<file path="config.mk">
export PLATFORM = sky130hd
export DESIGN_NAME = alu_share_arb
export DESIGN_NICKNAME = d
export VERILOG_FILES = /design/src/rtl/alu_arb_pkg.sv /design/src/rtl/rr_arb2.sv /design/src/rtl/alu_share_arb.sv
export SDC_FILE = /design/constraint.sdc
export NUM_CORES = 1
export LEC_CHECK = 0
export BUFFER_PORTS_ARGS = -buffer_cell sky130_fd_sc_hd__clkbuf_2
export CAP_MARGIN = 20
export CORE_MARGIN = 3
export CORE_UTILIZATION = 30
export CTS_BUF_LIST = sky130_fd_sc_hd__clkbuf_8
export DETAILED_ROUTE_END_ITERATION = 16
export GPL_TIMING_DRIVEN = 1
export PLACE_DENSITY = 0.56
export SLEW_MARGIN = 10
export SYNTH_ARGS = -nofsm -noshare
export SYNTH_HDL_FRONTEND = slang
export SYNTH_SLANG_ARGS = --single-unit
export TNS_END_PERCENT = 5
</file>
<file path="constraint.sdc">
create_clock -name clk -period 3.1 [get_ports clk]
set_input_delay 0.465 -clock clk [delete_from_list [all_inputs] [get_ports clk]]
set_output_delay 0.465 -clock clk [all_outputs]
set_load 0.01 [all_outputs]
</file>
<file path="src/rtl/alu_arb_pkg.sv">
// Shared types and constants for the ALU time-share arbiter.
package alu_arb_pkg;

   localparam int          NUM_REQ    = 2;
   localparam int unsigned NOP_OP_DEF = 28;

   typedef enum logic [1:0] {
      IDLE = 2'd0,
      EXEC = 2'd1,
      RESP = 2'd2
   } state_e;

endpackage

</file>
<file path="src/rtl/rr_arb2.sv">
// Combinational two-way picker producing a one-hot grant.
// ALU_ARB_FIXED_PRI_EN selects fixed priority (requester 0 wins) instead of round-robin.
module rr_arb2 (
   input  logic [1:0] valid,
   input  logic       last_grant,
   output logic [1:0] grant
);

`ifdef ALU_ARB_FIXED_PRI_EN
   logic unused_last_grant;
   assign unused_last_grant = last_grant;

   always_comb begin
      grant = 2'b00;
      if (valid[0])
         grant = 2'b01;
      else if (valid[1])
         grant = 2'b10;
   end
`else
   always_comb begin
      grant = 2'b00;
      case (valid)
         2'b01:   grant = 2'b01;
         2'b10:   grant = 2'b10;
         // on conflict the requester that was not granted last wins
         2'b11:   grant = last_grant ? 2'b01 : 2'b10;
         default: grant = 2'b00;
      endcase
   end
`endif

endmodule

</file>
<file path="src/rtl/alu_share_arb.sv">
// Time-shares one combinational ALU between two requesters: accept, one EXEC cycle, registered response.
// Build option ALU_ARB_FIXED_PRI_EN: fixed priority for requester 0, no last_grant register.
module alu_share_arb
   import alu_arb_pkg::*;
#(
   parameter int          DATA_W = 16,
   parameter int          OP_W   = 5,
   parameter int unsigned NOP_OP = NOP_OP_DEF
) (
   input  logic                          clk,
   input  logic                          rst_n,
   input  logic [NUM_REQ-1:0]            req_valid,
   output logic [NUM_REQ-1:0]            req_ready,
   input  logic [NUM_REQ*DATA_W-1:0]     req_a,
   input  logic [NUM_REQ*DATA_W-1:0]     req_b,
   input  logic [NUM_REQ*OP_W-1:0]       req_op,
   input  logic [NUM_REQ-1:0]            req_sign,
   output logic [DATA_W-1:0]             alu_a,
   output logic [DATA_W-1:0]             alu_b,
   output logic [OP_W-1:0]               alu_op,
   output logic                          alu_sign,
   input  logic [DATA_W-1:0]             alu_out,
   input  logic                          alu_ofl,
   input  logic                          alu_zero,
   output logic [NUM_REQ-1:0]            rsp_valid,
   input  logic [NUM_REQ-1:0]            rsp_ready,
   output logic [DATA_W-1:0]             rsp_out,
   output logic                          rsp_ofl,
   output logic                          rsp_zero
);

   localparam logic [OP_W-1:0] NOP_CODE = OP_W'(NOP_OP);

   state_e            state_q, state_d;
   logic              owner_q, owner_d;
   logic [DATA_W-1:0] a_q, a_d, b_q, b_d;
   logic [OP_W-1:0]   op_q, op_d;
   logic              sign_q, sign_d;
   logic [DATA_W-1:0] res_out_q, res_out_d;
   logic              res_ofl_q, res_ofl_d;
   logic              res_zero_q, res_zero_d;
   logic              last_grant;
   logic [1:0]        grant;
   logic              accept_en;
   logic              sel;

`ifdef ALU_ARB_FIXED_PRI_EN
   assign last_grant = 1'b1;
`else
   logic last_grant_q, last_grant_d;
   assign last_grant = last_grant_q;

   always_comb begin
      last_grant_d = last_grant_q;
      if (accept_en && (|req_valid))
         last_grant_d = sel;
   end

   always_ff @(posedge clk) begin
      if (!rst_n)
         last_grant_q <= 1'b1;
      else
         last_grant_q <= last_grant_d;
   end
`endif

   rr_arb2 u_arb (
      .valid      (req_valid),
      .last_grant (last_grant),
      .grant      (grant)
   );

   assign sel = grant[1];

   always_comb begin
      state_d    = state_q;
      owner_d    = owner_q;
      a_d        = a_q;
      b_d        = b_q;
      op_d       = op_q;
      sign_d     = sign_q;
      res_out_d  = res_out_q;
      res_ofl_d  = res_ofl_q;
      res_zero_d = res_zero_q;
      req_ready  = '0;
      accept_en  = 1'b0;

      case (state_q)
         IDLE: accept_en = 1'b1;
         EXEC: begin
            res_out_d  = alu_out;
            res_ofl_d  = alu_ofl;
            res_zero_d = alu_zero;
            state_d    = RESP;
         end
         RESP: begin
            // a completing handshake frees the slot in the same cycle
            if (rsp_ready[owner_q]) begin
               state_d   = IDLE;
               accept_en = 1'b1;
            end
         end
         default: state_d = IDLE;
      endcase

      if (accept_en && (|req_valid)) begin
         req_ready = grant;
         owner_d   = sel;
         a_d       = sel ? req_a[2*DATA_W-1:DATA_W] : req_a[DATA_W-1:0];
         b_d       = sel ? req_b[2*DATA_W-1:DATA_W] : req_b[DATA_W-1:0];
         op_d      = sel ? req_op[2*OP_W-1:OP_W]    : req_op[OP_W-1:0];
         sign_d    = sel ? req_sign[1]              : req_sign[0];
         state_d   = EXEC;
      end
   end

   always_ff @(posedge clk) begin
      if (!rst_n) begin
         state_q    <= IDLE;
         owner_q    <= 1'b0;
         a_q        <= '0;
         b_q        <= '0;
         op_q       <= '0;
         sign_q     <= 1'b0;
         res_out_q  <= '0;
         res_ofl_q  <= 1'b0;
         res_zero_q <= 1'b0;
      end else begin
         state_q    <= state_d;
         owner_q    <= owner_d;
         a_q        <= a_d;
         b_q        <= b_d;
         op_q       <= op_d;
         sign_q     <= sign_d;
         res_out_q  <= res_out_d;
         res_ofl_q  <= res_ofl_d;
         res_zero_q <= res_zero_d;
      end
   end

   // operands stay parked on the latches so the ALU inputs only move on a new op
   assign alu_a     = a_q;
   assign alu_b     = b_q;
   assign alu_sign  = sign_q;
   assign alu_op    = (state_q == EXEC) ? op_q : NOP_CODE;
   assign rsp_valid = (state_q == RESP) ? (owner_q ? 2'b10 : 2'b01) : 2'b00;
   assign rsp_out   = res_out_q;
   assign rsp_ofl   = res_ofl_q;
   assign rsp_zero  = res_zero_q;

endmodule

</file>
# ---- Word-level counts from Yosys, hierarchy flattened
# Cells that the tools add are included.
dict set report classes {
  order_cmp 1
  n_eq_ne 8
  muxes 17
  bitwise 2
  n_reduce_logical 6
}
# operator n
set ops {}
lappend ops {{2-to-1 mux 16 bit} 2}
lappend ops {{one-hot mux 2 bit (3 select lines)} 2}
lappend ops {{2-to-1 mux 2 bit} 5}
lappend ops {{2-to-1 mux 5 bit} 2}
lappend ops {{equality test 2 bit (second input constant)} 3}
lappend ops {{2-to-1 mux 1 bit} 5}
lappend ops {{equality test 2 x 1 -> 1 bit (second input constant)} 2}
lappend ops {{inequality test 2 bit (second input constant)} 2}
lappend ops {{AND reduction 2 bit} 2}
lappend ops {{OR reduction 2 bit} 2}
lappend ops {{inequality test 3 bit (second input constant)} 1}
lappend ops {{zero test 2 bit} 1}
lappend ops {{< comparator 1 x 2 -> 1 bit (second input constant)} 1}
lappend ops {{inverter 1 bit} 2}
lappend ops {{one-hot mux 1 bit (2 select lines)} 1}
lappend ops {{logical AND 1 bit} 1}
dict set report totals {
  reg_bits 60
  input_bits 100
  output_inout_bits 60
  wordCells 45
}

# ---- Logic depth before layout (Yosys ltp)
# Gate-level depths: netlist (run 1).
dict set report logic_depth {
  word_depth 7
  mapped_depth 6
  ltp_nobuf 3
}

# ---- By module
# A second synthesis (run 1) with hierarchy kept.
dict set report unflattened {
  cells_unflattened 285
  area_unflattened_um2 2783.9
}
# mod instances cells_each area_each_um2 seq_area_each_um2
set modules_own_cells {}
lappend modules_own_cells {alu_share_arb 1 282 2765.2 1201.2}
lappend modules_own_cells {rr_arb2 1 3 18.8 0.0}

# ---- Worst setup path before layout (run 1)
# OpenSTA, ideal clock, no wires.
dict set report synth_timing {
  path_type {input port to output port}
  start {input req_valid[0]}
  end {output req_ready[0]}
  arrival_time_ps 1208
  required_time_ps 2635
  setup_slack_ps 1427
  cell_stages 4
  path_buffers 1
  path_cell_list {clkbuf_1 -> nand2b_1 -> a21oi_1 -> a21boi_0}
}
dict set report synth_via {
  elab_chain_cells 3
  elab_cells_between_ends 7
  cone_classes {eq/ne: 3; mux: 2; reduce/logical: 2}
}
# item line
set synth_lines {}
lappend synth_lines {{start: declaration} alu_share_arb.sv:12} ;# input logic [NUM_REQ-1:0] req_valid,
lappend synth_lines {{equality test 2 bit, or another cell as far along} rr_arb2.sv:23} ;# case (valid)
lappend synth_lines {{one-hot mux 2 bit (3 select lines) / logical AND 1 bit (equally long branches)} {rr_arb2.sv:23, alu_share_arb.sv:106}}
lappend synth_lines {{2-to-1 mux 2 bit *} alu_share_arb.sv:106} ;# if (accept_en && (|req_valid)) begin
lappend synth_lines {{end: declaration} alu_share_arb.sv:13} ;# output logic [NUM_REQ-1:0] req_ready,
# Mark *: on every way between the ends. The rest lies on a longest branch, timed or not.

# ---- Worst setup path in the final report (run 1)
dict set report layout_timing {
  start {register state_q[1]}
  end {output rsp_valid[1]}
}
dict set report layout_via {
  elab_chain_cells 2
}
# item line
set layout_lines {}
lappend layout_lines {{start: declaration} alu_share_arb.sv:34} ;# state_e state_q, state_d;
lappend layout_lines {{start signal: assignment} alu_share_arb.sv:129} ;# state_q <= state_d;
lappend layout_lines {{equality test 2 bit} alu_share_arb.sv:146} ;# assign rsp_valid = (state_q == RESP) ? (owner_q ? 2'b10 : 2'b01) : 2'b00;
lappend layout_lines {{2-to-1 mux 2 bit} alu_share_arb.sv:146}
lappend layout_lines {{end: declaration} alu_share_arb.sv:25} ;# output logic [NUM_REQ-1:0] rsp_valid,
# No other way between the ends.

==> flow_summary_export.csv, run 1 <==
group,metric,value,unit
setup_path,r2r_slack,1.11,ns
floorplanning,io_pins,160,
timing,tns,0,ns
timing,clock.fmax,419,MHz
timing,skew,0.00811,ns
layout,area_delta_synth_final,32.5,%
setup_path,cp_cell_sequence,"buf_4, inv_1, nor3b_1, clkbuf_2",
floorplanning,fp-row-count,38,
setup_path,crit_family,"buffers and inverters",
routing,drcViolationCount,0,
cts,cts_buffer_depth,2,
routing,drt_iter0_markers,226,
global_routing,grt_pass1_wl,17300,µm
layout,antennaDiodeCount,0,
cts,root_buffer,"clkbuf_8",
yosys,ys.flop_type,"dfxtp_1",
cts,cts_buffers,9,
yosys,yosys_warnings,0,
timing,worst_pin_slew,0.927,ns
yosys,synth_seq_cells,60,
setup_path,path_class,"reg -> out",
cts,cts_tree,"built",
timing,setup_viol,0,
floorplanning,die_height,113,µm
power_and_ir_drop,total_leakage_power,1.96,nW
routing,ant_nets,0,
yosys,synth_edf_count,0,
floorplanning,die_w,113,µm
global_routing,grt_max_degree,46,
setup_path,slowest_stage,"dfxtp_2",
yosys,synth_top_area_share,34.9,%
yosys,synth.area.top_cells,"dfxtp_1, nand2b_1, nand2_1, o2111ai_1, a31oi_1",
timing,rsz0062_at_grt,"no",
power_and_ir_drop,power.density,519,nW/µm²
global_routing,grt.total_usage,16.5,%
run,max_cap_viol_count,0,
yosys,ys_seq_area_share,34.9,%
global_routing,grt_pass1_vias,3503,
yosys,syn_area_per_cell,7.57,µm²
place,gp_congestion,0.745,
yosys,syn_area,3440,µm²
setup_path,setup.worst_path.start_class,"flop",
setup_path,slowest_delay,0.61,ns
worst_hold_path,hold_class,"in -> reg",
yosys,synth_common_cells,"nand2_1, nand2b_1, dfxtp_1",
power_and_ir_drop,finalPower,0.00237,W
place,io_buffers,159,
floorplanning,start_util,31.2,%
setup_path,required,2.63,ns
routing,drt-vias-per-instance,5.04,
yosys,synth_area_leader_cell,"dfxtp_1",
cts,hold_buffers,0,
routing,drtPass1Iterations,4,
cts,htreeDepth,3,
timing,hold_viol_final,0,
cts,clkTransAtPathRegs,0.08,ns
floorplanning,coreArea,11000,µm²
setup_path,critPathMaxFanout,24,
floorplanning,die_area,12800,µm²
yosys,synth.distinct_cells,26,
global_routing,grt_antenna_before_repair,0,
timing,relSlewSlack,38.2,%
setup_path,crit_path_end_kind,"output port",
setup_path,worstPathArrival,1.92,ns
layout,final_layout_size_suffix_gt1_share,32.3,%
status,status,"finished, final reports clean",
cts,clkSinkCount,60,
yosys,synth.most_common_cell,"nand2_1",
cts,cts_setup_buffers,0,
yosys,synth_cells,455,
routing,drt-wirelength-per-cell,14.7,µm
global_routing,grt_overflow_total,0,
routing,vias,3701,
timing,min_period,2.39,ns
layout,nets,690,
timing,period_share,77.1,%
power_and_ir_drop,max-vdd-ir-drop,0.000264,V
timing,drv_slew,0,
cts,clkLatencyLatePin,0.34,ns
cts,postCtsResizedCells,0,
place,hpwl,7650,µm
setup_path,critPathBufInv,3,
routing,wirelength,10800,µm
yosys,syn_nets,555,
yosys,async_flop_share,0,%
flip-flops by register name, indices dropped and copies added, names as in the netlist:
name and flops:
alu_a 16, alu_b 16, rsp_out 16, op_q 5, state_q 2, alu_sign 1
last_grant 1, owner_q 1, rsp_ofl 1, rsp_zero 1
cells in the final DEF, fill, tap and decap left out, drive strengths merged:
master and count:
bufinv 3, clkinv 2, and2 3, clkinvlp 1
a211oi 2, nor2 2, o21a 3, a21oi 1
mux2 1, nand2 112, or3 38, dfxtp 60
nand2b 81, o211ai 2, o2111ai 38, a21boi 20
mux2i 1, nor2b 2, inv 3, buf 10
nor3b 1, a21bo 1, clkbuf 168, nor3 2
a31oi 38
tightest hold or removal path, delay by kind of cell:
family / cells / cell delay (ns)
compound gates: 1 / 0.06
simple gates: 1 / 0.04
buf+inv: 1 / 0.08
per-layer routing:
layer / GRT usage (%) / vias up / wire length [µm]
li1: - / 1864 / -
met3: 3.37 / 11 / 834
met1: 22.2 / 1687 / 4840
met2: 26.7 / 139 / 5050
met5: 0 / - / 0
met4: 4.65 / 0 / 112
final timing paths:
| check | startpoint | end | cells past startpoint |
|---|---|---|---|
| hold / removal | alu_out[3] | rsp_out[3]$_SDFFE_PN0P_ | 3 |
| setup reg to reg | state_q[1]$_SDFFE_PP0P_ | rsp_out[12]$_SDFFE_PN0P_ | 4 |
| setup / recovery | state_q[1]$_SDFFE_PP0P_ | rsp_valid[1] | 4 |
| hold reg to reg | rsp_out[3]$_SDFFE_PN0P_ | rsp_out[3]$_SDFFE_PN0P_ | 2 |
through the flow:
step | worst slack, ns | hold WS, ns | util, % | cell area [µm²] | cells
3_3_place_gp | 0.915 | 0.449 | 39.1 | 4310 | 719
3_5_place_dp | 0.895 | 0.458 | 39.1 | 4310 | 719
6_report | 0.711 | 0.348 | 41.4 | 4560 | 735
2_1_floorplan | 1.43 | 0.488 | - | 3440 | 455
5_1_grt | 0.567 | 0.341 | 41.4 | 4560 | 735
4_1_cts | 0.691 | 0.332 | 41.4 | 4560 | 735
final cells by class:
| class | count | area, µm² |
|---|---|---|
| Fill cell | 1172 | 6470 |
| Tap cell | 140 | 175 |
| Clock buffer | 9 | 124 |
| Clock inverter | 7 | 124 |
| Inverter | 2 | 7.51 |
| Sequential cell | 60 | 1200 |
| Multi-Input combinational cell | 348 | 2060 |
| Timing Repair Buffer | 169 | 871 |
cell families (layout without fill, tap and decap cells):
family	after synthesis	in the layout	synth area share (%)
buffers and inverters	47	187	6.00
multiplexers	2	2	0.618
AO/OA/AOI/OAI	105	105	23.0
AND/OR/NAND/NOR	241	241	35.5
flip-flops	60	60	34.9
power breakdown:
part / internal, W / switching [W]
Clock: 0.000540 / 0.000357
Combinational: 0.000251 / 0.000294
Sequential: 0.000850 / 0.0000762
Note: power is estimated with default switching activity, not from simulation.
==> run 2: changes to the inputs <==
- ABC_AREA: not set -> 1
- PLACE_DENSITY: 0.56 -> 0.58
- clock period: 3.1 -> 2.3 ns (I/O delays scaled with it)
==> run 2 against run 1 <==
Register-to-register slack lost 0.31 ns; critical path depth up 1; total power rose by 22%; largest cell class unchanged; highest routed layer unchanged; largest power group unchanged; via count is 13% lower; clock skew barely moved; sequential share of layout area grew 3.7 points; synthesized area decreased by 16%.
==> flow_summary_export.csv, run 2 <==
group,metric,value,unit
cts,cts_tree,"built",
power_and_ir_drop,max-vdd-ir-drop,0.000336,V
power_and_ir_drop,total_leakage_power,2.32,nW
cts,hold_buffers,0,
yosys,synth_common_cells,"nand2_1, nor2_1, dfxtp_1",
routing,ant_nets,0,
routing,vias,3215,
floorplanning,start_util,31.1,%
global_routing,grt_antenna_before_repair,0,
yosys,synth_edf_count,0,
yosys,syn_area,2900,µm²
place,place_area,3800,µm²
global_routing,grt_pass1_wl,13600,µm
routing,drt-vias-per-instance,4.21,
yosys,synth.most_common_cell,"nand2_1",
cts,clkSinkCount,60,
timing,clock.fmax,522,MHz
global_routing,grt_overflow_total,0,
timing,hold_viol_final,0,
layout,final_common_cell,"nand2_1",
setup_path,setup.worst_path.start_class,"flop",
floorplanning,die_w,104,µm
place,gp_congestion,0.744,
yosys,synth_cells,481,
worst_hold_path,hold_class,"in -> reg",
floorplanning,io_pins,160,
cts,root_buffer,"clkbuf_8",
layout,final_layout_size_suffix_gt1_share,29.3,%
layout,nFillCells,1036,
yosys,synth.area.top_cells,"dfxtp_1, nand2_1, nor2_1, nand3_1, inv_1",
global_routing,grt_pass1_vias,3026,
setup_path,critPathMaxFanout,20,
setup_path,worstPathArrival,1.57,ns
cts,postCtsResizedCells,0,
worst_hold_path,hold_depth,3,
floorplanning,fp-row-count,35,
layout,postLayoutCellArea,4000,µm²
cts,cts_setup_buffers,0,
run,max_cap_viol_count,0,
routing,drtPass1Iterations,4,
setup_path,crit_family,"buffers and inverters",
routing,wirelength,8230,µm
place,hpwl,6060,µm
cts,cts_buffers,9,
timing,setup_viol,0,
timing,setup_ws,0.383,ns
setup_path,path_depth,5,
cts,clkLatencyLatePin,0.33,ns
yosys,synth_area_leader_cell,"dfxtp_1",
floorplanning,die_area,10900,µm²
timing,min_period,1.92,ns
yosys,ys_seq_area_share,41.4,%
global_routing,grt_max_degree,45,
status,status,"finished, final reports clean",
cts,cts_buffer_depth,2,
yosys,syn_area_per_cell,6.03,µm²
floorplanning,die_height,104,µm
yosys,ys.flop_type,"dfxtp_1",
layout,nets,730,
setup_path,path_class,"reg -> out",
global_routing,grt.total_usage,15.0,%
cts,clkTransAtPathRegs,0.08,ns
setup_path,ff2ff_path_depth,8,
place,place_ws,0.664,ns
layout,area_delta_synth_final,37.9,%
place,io_buffers,159,
timing,period_share,83.3,%
yosys,async_flop_share,0,%
layout,mostFrequentLayoutCells,"nand2_1, clkbuf_2, nor2_1, dfxtp_1, inv_1",
routing,drcViolationCount,0,
setup_path,slowest_delay,0.47,ns
cts,htreeDepth,3,
yosys,synth.distinct_cells,15,
setup_path,cp_cell_sequence,"inv_1, nor2_1, inv_1, nor2_1, clkbuf_2",
timing,rsz0062_at_grt,"no",
yosys,syn_nets,581,
setup_path,required,1.96,ns
layout,postLayoutCoreUtil,42.9,%
timing,tns,0,ns
timing,worst_pin_slew,0.746,ns
routing,drt_iter0_markers,133,
timing,relSlewSlack,50.3,%
yosys,yosys_warnings,0,
floorplanning,coreArea,9330,µm²
power_and_ir_drop,power.density,720,nW/µm²
setup_path,critPathBufInv,3,
routing,drt-wirelength-per-cell,10.8,µm
setup_path,slowest_stage,"inv_1",
timing,drv_slew,0,
yosys,synth_top_area_share,41.4,%
timing,skew,0.00807,ns
yosys,synth_seq_cells,60,
layout,antennaDiodeCount,0,
setup_path,crit_path_end_kind,"output port",
==> run 2: changes by cell type after synthesis, sizes merged, moves of 15 or more <==
cell / before / now
o21ai: 0 / 18
or3: 38 / 0
nand2: 112 / 164
o2111ai: 38 / 0
a31oi: 38 / 0
nor2: 2 / 119
nand3: 0 / 42
a21boi: 20 / 0
inv: 2 / 43
nand2b: 81 / 0
clkbuf: 25 / 10
==> run 2: area by class of cell <==
type	count	area [µm²]	area share, %
Clock buffer	9	124	3.10
Clock inverter	7	76.3	1.91
Inverter	43	161	4.04
Multi-Input combinational cell	347	1390	34.8
Sequential cell	60	1200	30.0
Tap cell	129	161	4.04
Timing Repair Buffer	169	883	22.1
==> run 2: path summary, 6_finish.rpt <==
kind	from	slack [ns]	endpoint
worst max-delay path	state_q[0]$_SDFFE_PN0P_	0.38	alu_op[0]
worst min-delay path	alu_out[15]	0.23	rsp_out[15]$_SDFFE_PN0P_
worst max register to register	owner_q$_SDFFE_PN0P_	0.80	op_q[4]$_SDFFE_PN0P_
worst min register to register	last_grant$_SDFFE_PN1P_	0.48	last_grant$_SDFFE_PN1P_
==> run 2: metrics by stage <==
step | cells | power (W) | hold WS [ns]
floorplan | 481 | 0.00167 | 0.428
global placement | 748 | 0.00195 | 0.453
detailed placement | 748 | 0.00196 | 0.469
CTS | 764 | 0.00294 | 0.208
global route | 764 | 0.00309 | 0.221
finish | 764 | 0.00288 | 0.228
==> run 2: power by group <==
part           leakage, nW  total, W  switching, W  internal, W
Sequential           0.497   0.00121     0.0000560      0.00116
Combinational         1.73  0.000709      0.000420     0.000289
Clock               0.0958  0.000956      0.000450     0.000505
Total                 2.32   0.00288      0.000926      0.00195
==> run 2: cells by family (layout without fill, tap and decap cells) <==
| logic type | count (synthesis) | in the layout | synth area share, % |
|---|---|---|---|
| AND/OR/NAND/NOR | 327 | 327 | 44.5 |
| buffers and inverters | 74 | 228 | 10.6 |
| flip-flops | 60 | 60 | 41.4 |
| AO/OA/AOI/OAI | 20 | 20 | 3.45 |
==> run 2: worst min-delay path, cell delays in order <==
cell,delay (ns)
clkbuf_2,0.07
nor2_1,0.03
nor2_1,0.08
==> run 2: metal layers <==
layer	track usage [%]	share of wire, %
met1	18.0	45
met2	25.1	45
met3	5.34	8.3
met4	4.56	1.2
met5	0	0
